### src/rtl/store_rmw_unit.sv
// Store unit for a word-only memory: word stores write directly; byte/half stores
// read the word, merge the new lane little-endian, then write it back.
module store_rmw_unit #(
  parameter int unsigned ADDR_WIDTH = 32
) (
  input  logic                  clk,
  input  logic                  reset,
  input  logic                  req_valid,
  output logic                  req_ready,
  input  logic [ADDR_WIDTH-1:0] req_addr,
  input  logic [31:0]           req_wdata,
  input  logic [1:0]            req_size,
  output logic [ADDR_WIDTH-1:0] mem_addr,
  output logic                  mem_rd_en,
  input  logic [31:0]           mem_rdata,
  input  logic                  mem_rd_valid,
  output logic                  mem_wr_en,
  output logic [31:0]           mem_wdata,
  output logic                  done,
  output logic                  err
);

  localparam int unsigned DATA_WIDTH = 32;
  localparam int unsigned HALF_WIDTH = 16;

  typedef enum logic [2:0] {
    S_IDLE,
    S_RD,
    S_WAIT,
    S_WR,
    S_DONE,
    S_ERR
  } state_e;

  state_e                  state_q, state_d;
  logic [ADDR_WIDTH-1:0]   addr_q, addr_d;
  logic [HALF_WIDTH-1:0]   wdata_q, wdata_d;
  logic [1:0]              size_q, size_d;
  logic [DATA_WIDTH-1:0]   merge_q, merge_d;
  logic [DATA_WIDTH-1:0]   merged_c;
  logic                    illegal_c;

  // Only the low halfword of the source is ever needed for a sub-word merge
  always_ff @(posedge clk or negedge reset) begin
    if (!reset) begin
      state_q <= S_IDLE;
      addr_q  <= '0;
      wdata_q <= '0;
      size_q  <= '0;
      merge_q <= '0;
    end else begin
      state_q <= state_d;
      addr_q  <= addr_d;
      wdata_q <= wdata_d;
      size_q  <= size_d;
      merge_q <= merge_d;
    end
  end

  // Little-endian lane insertion into the word returned by memory
  always_comb begin
    merged_c = mem_rdata;
    if (size_q == 2'd0) begin
      merged_c[{addr_q[1:0], 3'b000} +: 8] = wdata_q[7:0];
    end else begin
      merged_c[{addr_q[1], 4'b0000} +: 16] = wdata_q;
    end
  end

  assign illegal_c = (req_size == 2'd3)
                   | ((req_size == 2'd1) & req_addr[0])
                   | ((req_size == 2'd2) & (req_addr[1:0] != 2'b00));

  always_comb begin
    state_d = state_q;
    addr_d  = addr_q;
    wdata_d = wdata_q;
    size_d  = size_q;
    merge_d = merge_q;
    unique case (state_q)
      S_IDLE: begin
        if (req_valid) begin
          addr_d  = req_addr;
          wdata_d = req_wdata[HALF_WIDTH-1:0];
          size_d  = req_size;
          if (illegal_c) begin
            state_d = S_ERR;
          end else if (req_size == 2'd2) begin
            merge_d = req_wdata;
            state_d = S_WR;
          end else begin
            state_d = S_RD;
          end
        end
      end
      S_RD:   state_d = S_WAIT;
      S_WAIT: begin
        if (mem_rd_valid) begin
          merge_d = merged_c;
          state_d = S_WR;
        end
      end
      S_WR:   state_d = S_DONE;
      S_DONE: state_d = S_IDLE;
      S_ERR:  state_d = S_IDLE;
      default: state_d = S_IDLE;
    endcase
  end

  // Moore outputs decoded from flops only
  assign req_ready = (state_q == S_IDLE);
  assign mem_addr  = {addr_q[ADDR_WIDTH-1:2], 2'b00};
  assign mem_rd_en = (state_q == S_RD);
  assign mem_wr_en = (state_q == S_WR);
  assign mem_wdata = (state_q == S_WR) ? merge_q : '0;
  assign done      = (state_q == S_DONE);
  assign err       = (state_q == S_ERR);

endmodule

### config.mk
export PLATFORM = sky130hd
export DESIGN_NAME = store_rmw_unit
export DESIGN_NICKNAME = d
export VERILOG_FILES = /design/src/rtl/store_rmw_unit.sv
export SDC_FILE = /design/constraint.sdc
export NUM_CORES = 1
export LEC_CHECK = 0
export CAP_MARGIN = 0
export CORE_ASPECT_RATIO = 0.75
export CORE_MARGIN = 1.5
export CORE_UTILIZATION = 47
export CTS_CLUSTER_SIZE = 10
export DETAILED_ROUTE_END_ITERATION = 8
export GPL_TIMING_DRIVEN = 0
export PLACE_DENSITY = 0.89
export SLEW_MARGIN = 25
export SYNTH_ARGS = -nofsm -noshare
export SYNTH_HDL_FRONTEND = slang
export SYNTH_SLANG_ARGS = --single-unit
### constraint.sdc
create_clock -name clk -period 2.9 [get_ports clk]
set_clock_uncertainty 0.1 [all_clocks]
set_input_delay 0.58 -clock clk [delete_from_list [all_inputs] [get_ports clk]]
set_output_delay 0.58 -clock clk [all_outputs]
set_load 0.02 [all_outputs]
==> results.toml, run 1 <==
[yosys]
async_reset_ff_share_pct = 100.0
synth_area_per_cell_um2 = 10.21
synth-edff-count = 0
yosys-top-cells-count = "mux2_2, dfrtp_1, inv_1"
synth_top_area_share_pct = 39.67
syn_inst = 525
yosysSeqAreaShare_pct = 39.67
synth_most_common_cell = "mux2_2"
synth_seq_cells = 85
yosys-top-cells-area = "dfrtp_1, mux2_2, buf_4, o22ai_1, mux2i_1"
synth_area_leader_cell = "dfrtp_1"
synthFlopType = "dfrtp_1"
synth_area_um2 = 5361
ys_types = 35
yosysWarnings = 0

[flow_run]
drv_cap = 0

[place]
post-place-ws_ps = -388.0
placedCellCount = 835
portBuffers = 168
gp_congestion = 0.9322
dp.final_hpwl_mm = 11.88

[floorplanning]
io_pins = 171
initial_core_util_pct = 48.63
fp.dieH_um = 95.50
core-area_um2 = 11020
dieArea_um2 = 12060
rows = 33
die_w_um = 126.3

[timing]
worstMarginPinSlew_ps = 860.2
finalSetupViolations = 0
fin_crit_ps = 2846
setup_slack_ps = 54.44
relSlewSlack_pct = 42.53
fmax_mhz = 351.4
maxSlewViolCount = 0
fin_crit_sh_pct = 98.12
hold_viol = 0
rsz0062_at_grt = "false"

[clock_tree]
cts_made_buffers = 9
insertion_delay_ps = 340
cts_hold_buf = 0
path_clk_slew_ps = 60
cts_sinks = 85
cts_max_level = 3
cts-root-buf = "clkbuf_16"
clockBufferDepth = 2
cts_tree = "yes"

[detailed_routing]
wl_per_cell_um = 18.94
vias = 4785
firstDrtPassIters = 7
drc = 0
drt-total-wl_mm = 16.12
via_per_inst = 5.623
first_iter_violations = 386
ant_nets = 0

[global_routing]
antenna_found_initial = 0
grt_pass1_wl_mm = 24.98
grt_use_total_pct = 26.86
grt_pass1_vias = 4728
grt-ovfl-total = 0
grt_max_degree = 57

[critical_path]
critical_path_arrival_ps = 2170
crit_chain = "buf_2 > nand2_4 > nor2_4 > buf_4 > and2_1 > clkdlybuf4s50_1"
crit_path_max_incr_delay_ps = 600
crit_required_ps = 2220
crit_fanout = 10
path_class = "register to primary output"
endpoint_kind = "primary output"
cp_slowest_cell = "clkdlybuf4s50_1"
start_kind = "register"

[finish]
nNetsFinal = 813
fillers = 798
layout-drive-gt1-share_pct = 24.61
n_antenna_cell = 0
area_delta_synth_final_pct = 41.66
fin_cells = 851

[power]
irDropWorstVdd_mv = 0.6035
p_leak_uw = 0.003400
power_density_nw_per_um2 = 1088

[hold_path]
hp-class = "input pin to async pin"

[outcome]
status = "completed"
-- worst max-delay path, delay by kind of cell (launching register included) --
kind,cells,cell delay (ps)
AND/OR/NAND/NOR,3,460
buffers and inverters,3,1010
flip-flops,1,330
-- layout make-up --
| type | instances | area, um2 | area share (%) |
|---|---|---|---|
| Multi-Input combinational cell | 332 | 2693 | 35.45 |
| Sequential cell | 85 | 2127 | 28.01 |
| Timing Repair Buffer | 171 | 1705 | 22.45 |
| Buffer | 70 | 432.9 | 5.700 |
| Clock buffer | 9 | 225.2 | 2.965 |
| Tap cell | 140 | 175.2 | 2.306 |
| Inverter | 37 | 138.9 | 1.829 |
| Clock inverter | 7 | 97.59 | 1.285 |
-- power breakdown --
part	internal [uW]	leakage, uW	switching (uW)
Combinational	2370	0.00223	2390
Clock	759	0.000152	496
Sequential	1790	0.00102	456
-- worst paths after layout --
check | from | to | slack (ps) | cells after the start
min reg2reg | merge_q[15]$_DFFE_PN0P_ | merge_q[15]$_DFFE_PN0P_ | 390 | 1
min in group clk | merge_q[15]$_DFFE_PN0P_ | merge_q[15]$_DFFE_PN0P_ | 390 | 1
min | reset | merge_q[12]$_DFFE_PN0P_ | 70 | 1
max in group asynchronous | reset | addr_q[25]$_DFFE_PN0P_ | 2000 | 2
max reg2reg | addr_q[1]$_DFFE_PN0P_ | merge_q[24]$_DFFE_PN0P_ | 120 | 9
max | state_q[0]$_DFFE_PN0P_ | mem_wdata[0] | 50 | 6
-- state kept, by name, summed over array words and instances (netlist names) --
signal and flops:
size_q 2, wdata_q 16, addr_q 32, state_q 3
merge_q 32
-- routing by layer --
| layer | share of wire, % | GRT usage (%) | wire (um) | up-vias |
|---|---|---|---|---|
| li1 | - | - | - | 2200 |
| met1 | 42 | 34.89 | 6833 | 2278 |
| met2 | 46 | 44.41 | 7464 | 268 |
| met3 | 9.1 | 6.678 | 1469 | 39 |
| met4 | 2.2 | 8.908 | 352 | 0 |
| met5 | 0 | 0 | 0 | - |
-- stage by stage --
step                      power (uW)  hold WS [ps]  utilization, %  setup TNS [ps]  area [um2]
final                           8261         74.62           68.89               0        7595
after global routing            8728         96.56           68.89               0        7595
after CTS                       8213         84.34           68.70               0        7574
after detailed placement        6918         380.3           65.74           -9852        7247
after global placement          6725         359.3           65.51         -160090        7222
after floorplan                 5303         184.4               -               0        5365
-- repair_timing --
item / 4_1_cts / 5_1_grt
gates resized for setup: 33 / 8
endpoints found under the setup margin: 48 / 24
pin swaps: 1 / 1
buffers inserted: 1 / 1
-- cells by family (layout without fill, tap and decap cells) --
logic type | after synthesis | after routing | synth area share (%)
adders and majority gates | 5 | 5 | 1.167
buffers and inverters | 109 | 294 | 10.55
muxes | 114 | 114 | 23.57
AOI/OAI and AO/OA | 102 | 102 | 12.63
DFF | 85 | 85 | 39.67
and+or+nand+nor | 109 | 109 | 12.35
other | 1 | 2 | 0.06994
-- placed cells by master, fill, tap and decap left out, types with 4 or more instances in the layout --
cell type	synthesis	final
mux2_2	96	96
dlymetal6s2s_1	0	4
nor2b_1	24	24
a21oi_1	10	10
dfrtp_1	85	85
a211o_1	8	8
buf_4	32	37
o21ai_0	24	24
and3b_1	9	9
buf_1	5	4
clkbuf_16	0	9
mux2i_1	16	16
clkbuf_2	0	5
and2_1	25	25
and3_1	7	7
a211oi_1	16	16
dlygate4sd2_1	0	21
clkdlybuf4s50_1	0	142
buf_2	11	8
ha_1	5	5
nor3_1	17	17
clkbuf_1	21	15
o22ai_1	32	32
inv_1	37	37
a221oi_1	9	9
nand2_1	11	10
Note: power is estimated with default switching activity, not from simulation.
==> run 2, diff against run 1 <==
HOLD_SLACK_MARGIN = 0.08   (was not set)
PLACE_DENSITY = 0.81   (was 0.89)
==> run 2 against run 1 <==
Compared with the run above: sequential power is essentially flat; clock-buffer cell count increased by 2; setup slack improved by 81 ps; final cell count stayed put; global-route usage up 0.25 points; clock power shrank 6%; sequential cell count stayed put; combinational power about the same; critical endpoint is now merge_q[4]$_DFFE_PN0P_; largest cell class unchanged; largest power group unchanged.
==> results.toml, run 2 (same netlist as run 1, synthesis figures left out) <==
[outcome]
status = "completed"

[floorplanning]
initial_core_util_pct = 48.63
dieArea_um2 = 12060
io_pins = 171
die_w_um = 126.3
fp.dieH_um = 95.50
rows = 33
core-area_um2 = 11020

[global_routing]
busiest_layer = "met2"
grt-ovfl-total = 0
grt_use_total_pct = 27.10
use_met1_pct = 37.97
grt_pass1_vias = 4645
use_met3_pct = 7.576
grt_pass1_wl_mm = 24.87
grtUsageMet2_pct = 40.71
grt_max_degree = 52
antenna_found_initial = 1

[timing]
worstMarginPinSlew_ps = 686.5
hold_viol = 0
rsz0062_at_grt = "false"
fin_crit_ps = 2765
relSlewSlack_pct = 54.13
hold_ws_ps = 163.6
maxSlewViolCount = 0
fmax_mhz = 361.7
fin_crit_sh_pct = 95.33
finalSetupViolations = 0

[power]
power.net_switching_uw = 3331
sequentialPowerShare_pct = 27.5
internal_power_uw = 4845
p_comb_share_pct = 58.2
p_sw_share_pct = 40.74
irDropWorstVdd_mv = 0.5073
p_leak_uw = 0.003361
pwr-share-clk_pct = 14.4
power_density_nw_per_um2 = 1083

[detailed_routing]
via_per_inst = 5.579
wl_per_cell_um = 18.88
drc = 0
first_iter_violations = 359
drt-total-wl_mm = 16.06
vias = 4748
ant_nets = 0
firstDrtPassIters = 5

[finish]
area_delta_synth_final_pct = 40.84
n_antenna_cell = 0
final_util_pct = 68.49
layout-drive-gt1-share_pct = 24.47
final_common_cell = "clkdlybuf4s50_1"
nNetsFinal = 813
top_regs = "addr_q x32, merge_q x32, wdata_q x16"
final_cell_mix = "clkdlybuf4s50_1, mux2_2, dfrtp_1"

[clock_tree]
insertion_delay_ps = 340
clockBufferDepth = 2
cts_made_buffers = 9
cts_hold_buf = 0
cts-root-buf = "clkbuf_16"
cts_sinks = 85
path_clk_slew_ps = 70
cts_tree = "yes"
cts_max_level = 3

[critical_path]
crit_top_cell = "buf_4"
crit_cells = 9
r2r_cells = 9
r2r_end = "merge_q[4]$_DFFE_PN0P_"
critical_path.top_delay_family = "buffers and inverters"
r2r_start = "addr_q[1]$_DFFE_PN0P_"
path_buf_inv = 4
crit_required_ps = 3030
start_kind = "register"
critPathCapture = "merge_q[4]$_DFFE_PN0P_"
crit_chain = "buf_4 > buf_4 > inv_1 > ha_2 > nor4bb_1 > buf_1 > a221oi_1 > o22ai_1 > mux2_2"
rrSetupSlack_ps = 140
crit_fanout = 16
endpoint_kind = "register"
crit_path_max_incr_delay_ps = 430
cp_slowest_cell = "ha_2"
critical_path_arrival_ps = 2890
path_class = "register to register"
cp-startpoint = "addr_q[1]$_DFFE_PN0P_"

[hold_path]
hp-class = "input pin to async pin"

[place]
portBuffers = 168
dp.final_hpwl_mm = 12.07
gp_congestion = 0.9081

[flow_run]
drv_cap = 0
run 2: cell count changes in the layout (fill, tap and decap cells not counted), sizes merged:
cell           change
dlymetal6s2s       -2
buf                +1
bufinv             -1
clkinvlp           -1
clkinv             +2
clkdlybuf4s50      -2
clkbuf             +1
inv                -2
dlygate4sd2        +4
run 2: through the flow:
step                power [uW]  worst slack (ps)  instances  setup TNS, ps  area (um2)
finish                    8176             135.5        851              0        7551
detailed placement        6949            -417.6        835          -9362        7239
global placement          6775             -1828        834        -161490        7222
global route              8663             4.735        851              0        7551
floorplan                 5303             225.3        526              0        5365
CTS                       8156             2.292        852              0        7548
run 2: cell type report:
type,count,area [um2]
Clock inverter,5,60.06
Sequential cell,85,2127
Clock buffer,11,242.7
Tap cell,140,175.2
Timing Repair Buffer,171,1688
Inverter,37,138.9
Multi-Input combinational cell,332,2690
Fill cell,823,3473
Buffer,70,429.2
run 2: layer usage:
metal / wire length [um] / vias to the layer above / share of wire (%)
met2: 7054 / 259 / 44
met1: 7199 / 2277 / 45
met4: 357 / 0 / 2.2
li1: - / 2184 / -
met5: 0 / - / 0
met3: 1452 / 28 / 9.0
run 2: how the worst min path moves through the flow:
stage | start | endpoint | slack (ps) | cells past startpoint
2_1_floorplan | reset | addr_q[0]$_DFFE_PN0P_ | 180 | 0
3_3_place_gp | merge_q[15]$_DFFE_PN0P_ | merge_q[15]$_DFFE_PN0P_ | 360 | 1
3_5_place_dp | merge_q[15]$_DFFE_PN0P_ | merge_q[15]$_DFFE_PN0P_ | 370 | 1
4_1_cts | reset | merge_q[2]$_DFFE_PN0P_ | 190 | 1
5_1_grt | reset | merge_q[1]$_DFFE_PN0P_ | 230 | 1
6_report | reset | merge_q[2]$_DFFE_PN0P_ | 160 | 1
run 2: repair_timing:
| action | CTS | global route |
|---|---|---|
| endpoints found under the setup margin | 49 | 8 |
| pin swaps | 1 | 1 |
| buffers inserted | 2 | 0 |
| gates resized for setup | 37 | 3 |
run 2: power groups by stage:
stage	clock network [uW]	logic, uW	registers (uW)
after CTS	1190	4730	2240
final	1180	4750	2250
after floorplan	0	3250	2050
after detailed placement	0	4690	2260
after global routing	1250	5100	2320
after global placement	0	4560	2220
run 2: worst reg2reg max path, stage by stage, from the launching register on:
cell      delay [ps]
dfrtp_1          380
buf_4            260
buf_4            260
inv_1            110
ha_2             430
nor4bb_1          80
buf_1            230
a221oi_1         360
o22ai_1          150
mux2_2           300
==> variant: new RTL, config.mk and constraints of run 1 <==
Register the output `err`; this adds one clock of latency there. The other outputs are not delayed to match.
--- a/src/rtl/store_rmw_unit.sv
+++ b/src/rtl/store_rmw_unit.sv
@@ -114,7 +114,9 @@
   assign mem_wr_en = (state_q == S_WR);
   assign mem_wdata = (state_q == S_WR) ? merge_q : '0;
   assign done      = (state_q == S_DONE);
-  assign err       = (state_q == S_ERR);
+  always_ff @(posedge clk) begin
+    err <= (state_q == S_ERR);
+  end
 
 endmodule
 
Behaviour: not the same (Yosys sat finds a counterexample within 4 cycles, from zero or initial values and one cycle with reset low).
==> variant against run 1 <==
- non-clock buffer count increased by 1
- cell area decreased by 0.30%
- synthesized cell count increased by 0.19%
- sequential cell count increased by 1
- power decreased by 2.4%
- count of clock-buffer cells in the layout increased by 1
- routed wire length decreased by 1.3%
- area after synthesis increased by 0.37%
- worst setup slack improved by 34 ps
- critical endpoint is now mem_wr_en
- largest power group unchanged
==> variant: results (changes against run 1) <==
stage	metric	value	unit	change
yosys	top cells by count, synth	mux2_2 (96), dfrtp_1 (85), inv_1 (37)		
clocking	clk slew on worst S/H paths	70	ps	
global_routing	first-pass GRT wire length	25.21	mm	+0.91%
placement	gpl congestion	0.8914		-4.4%
yosys	Yosys warning count	0		unchanged
yosys	Seq/Total Area, Yosys	0.3990		+0.002244
routing	Iter 0 DRT Violations	293		-24%
yosys	FFs w/ async S/R, synth	0.9884		-0.01163
yosys	xor/xnor share of the synthesized area	0		unchanged
pwr	Pleak	3.392	nW	-0.24%
placement	dpl ws	-325.6	ps	+62.38 ps
sta	max_slew headroom	0.4575		+0.03221
final_layout	layout cells sized above 1	0.2440		-0.002093
status	status	complete, no violations		
yosys	compound-cell area share of the yosys netlist	0.1258		-0.0004697
final_layout	layout net count	815		+0.25%
routing	via count	4823		+0.79%
routing	WL final	15.90	mm	-1.3%
critical_path	Worst EP arrival	2130	ps	-40 ps
routing	DR pass1 iterations	6		-1
global_routing	GRT Total Usage	0.2718		+0.003241
clocking	maximum clock insertion buffer count	2		unchanged
critical_path	r2r endpoint	merge_q[24]$_DFFE_PN0P_		
critical_path	Critical-path top delay cell	clkdlybuf4s50_1		
critical_path	Worst R2R Setup Slack	190	ps	+70 ps
pwr	peak supply drop	0.5367	mV	-11%
critical_path	CP peak stage delay	620	ps	+20 ps
yosys	Cell variety after synth	36		+2.9%
placement	DP HPWL	12.10	mm	+1.8%
global_routing	pin count of the biggest net entering global routing	51		-11%
critical_path	Reg2Reg Depth	9		unchanged
final_layout	n_diodes	0		unchanged
yosys	Post-Synth Adder-Cell Area	0.01163		-0.00004341
yosys	Synth area leaders	dfrtp_1 (40%), mux2_2 (20%), buf_4 (4.5%)		
hold_path	Hold WC Path Type	input pin to async pin		
yosys	post-synthesis mux area share	0.2348		-0.0008768
==> variant: layer usage <==
layer	track usage	part of all wire
met5	0	0
met4	0.1015	0.025
met3	0.08361	0.11
met2	0.4340	0.45
met1	0.3503	0.42
==> variant: critical path: cells and delay by family (launching register included) <==
family | cells | cell delay [ps]
AND/OR/NAND/NOR | 2 | 380
buffers and inverters | 3 | 1030
flip-flops | 1 | 360
==> variant: report_power, final <==
group	switching (mW)	total (mW)	internal, mW
combinational	2.35	4.73	2.38
clock	0.500	1.09	0.588
sequential	0.445	2.25	1.80
==> variant: final cells by class <==
cell class              instances  area [sq um]
clock inverters                 6         46.29
multi-input cells             332          2690
inverters                      37         138.9
clock buffers                  10         229.0
repair buffers                171          1704
fillers                       826          3452
flip-flops and latches         86          2147
well taps                     140         175.2
plain buffers                  71         441.7
==> variant: worst max-delay path by stage <==
stage                      startpoint                      end  slack (ps)  depth (start not counted)
6_report       state_q[0]$_DFFE_PN0P_                mem_wr_en          90                          5
5_1_grt        state_q[2]$_DFFE_PN0P_            mem_wdata[23]          20                          4
4_1_cts        state_q[0]$_DFFE_PN0P_            mem_wdata[31]          10                          6
3_5_place_dp    addr_q[1]$_DFFE_PN0P_  merge_q[24]$_DFFE_PN0P_        -330                         10
3_3_place_gp                    reset  merge_q[12]$_DFFE_PN0P_       -1840                          1
2_1_floorplan   addr_q[1]$_DFFE_PN0P_  merge_q[24]$_DFFE_PN0P_         230                         10
==> variant: timing repair <==
action / in CTS / in global routing
resized for setup: 35 / 6
pin swaps: 1 / 1
setup buffers: 1 / 1
setup endpoints to repair: 48 / 12
==> variant: stage by stage <==
step,area [sq um],cells,hold WS (ps),power [mW]
global placement,7242,835,361.0,6.748
CTS,7548,852,109.2,8.032
floorplan,5385,527,184.4,5.319
detailed placement,7267,836,368.5,6.927
finish,7572,853,95.64,8.063
global route,7572,853,136.4,8.578
==> variant: kinds of logic after synthesis <==
family                   Yosys count
multiplexers                     114
buffers and inverters            109
adder cells (fa/ha/maj)            5
AND/OR/NAND/NOR                  109
flip-flops                        86
AO/OA/AOI/OAI                    102
other                              1
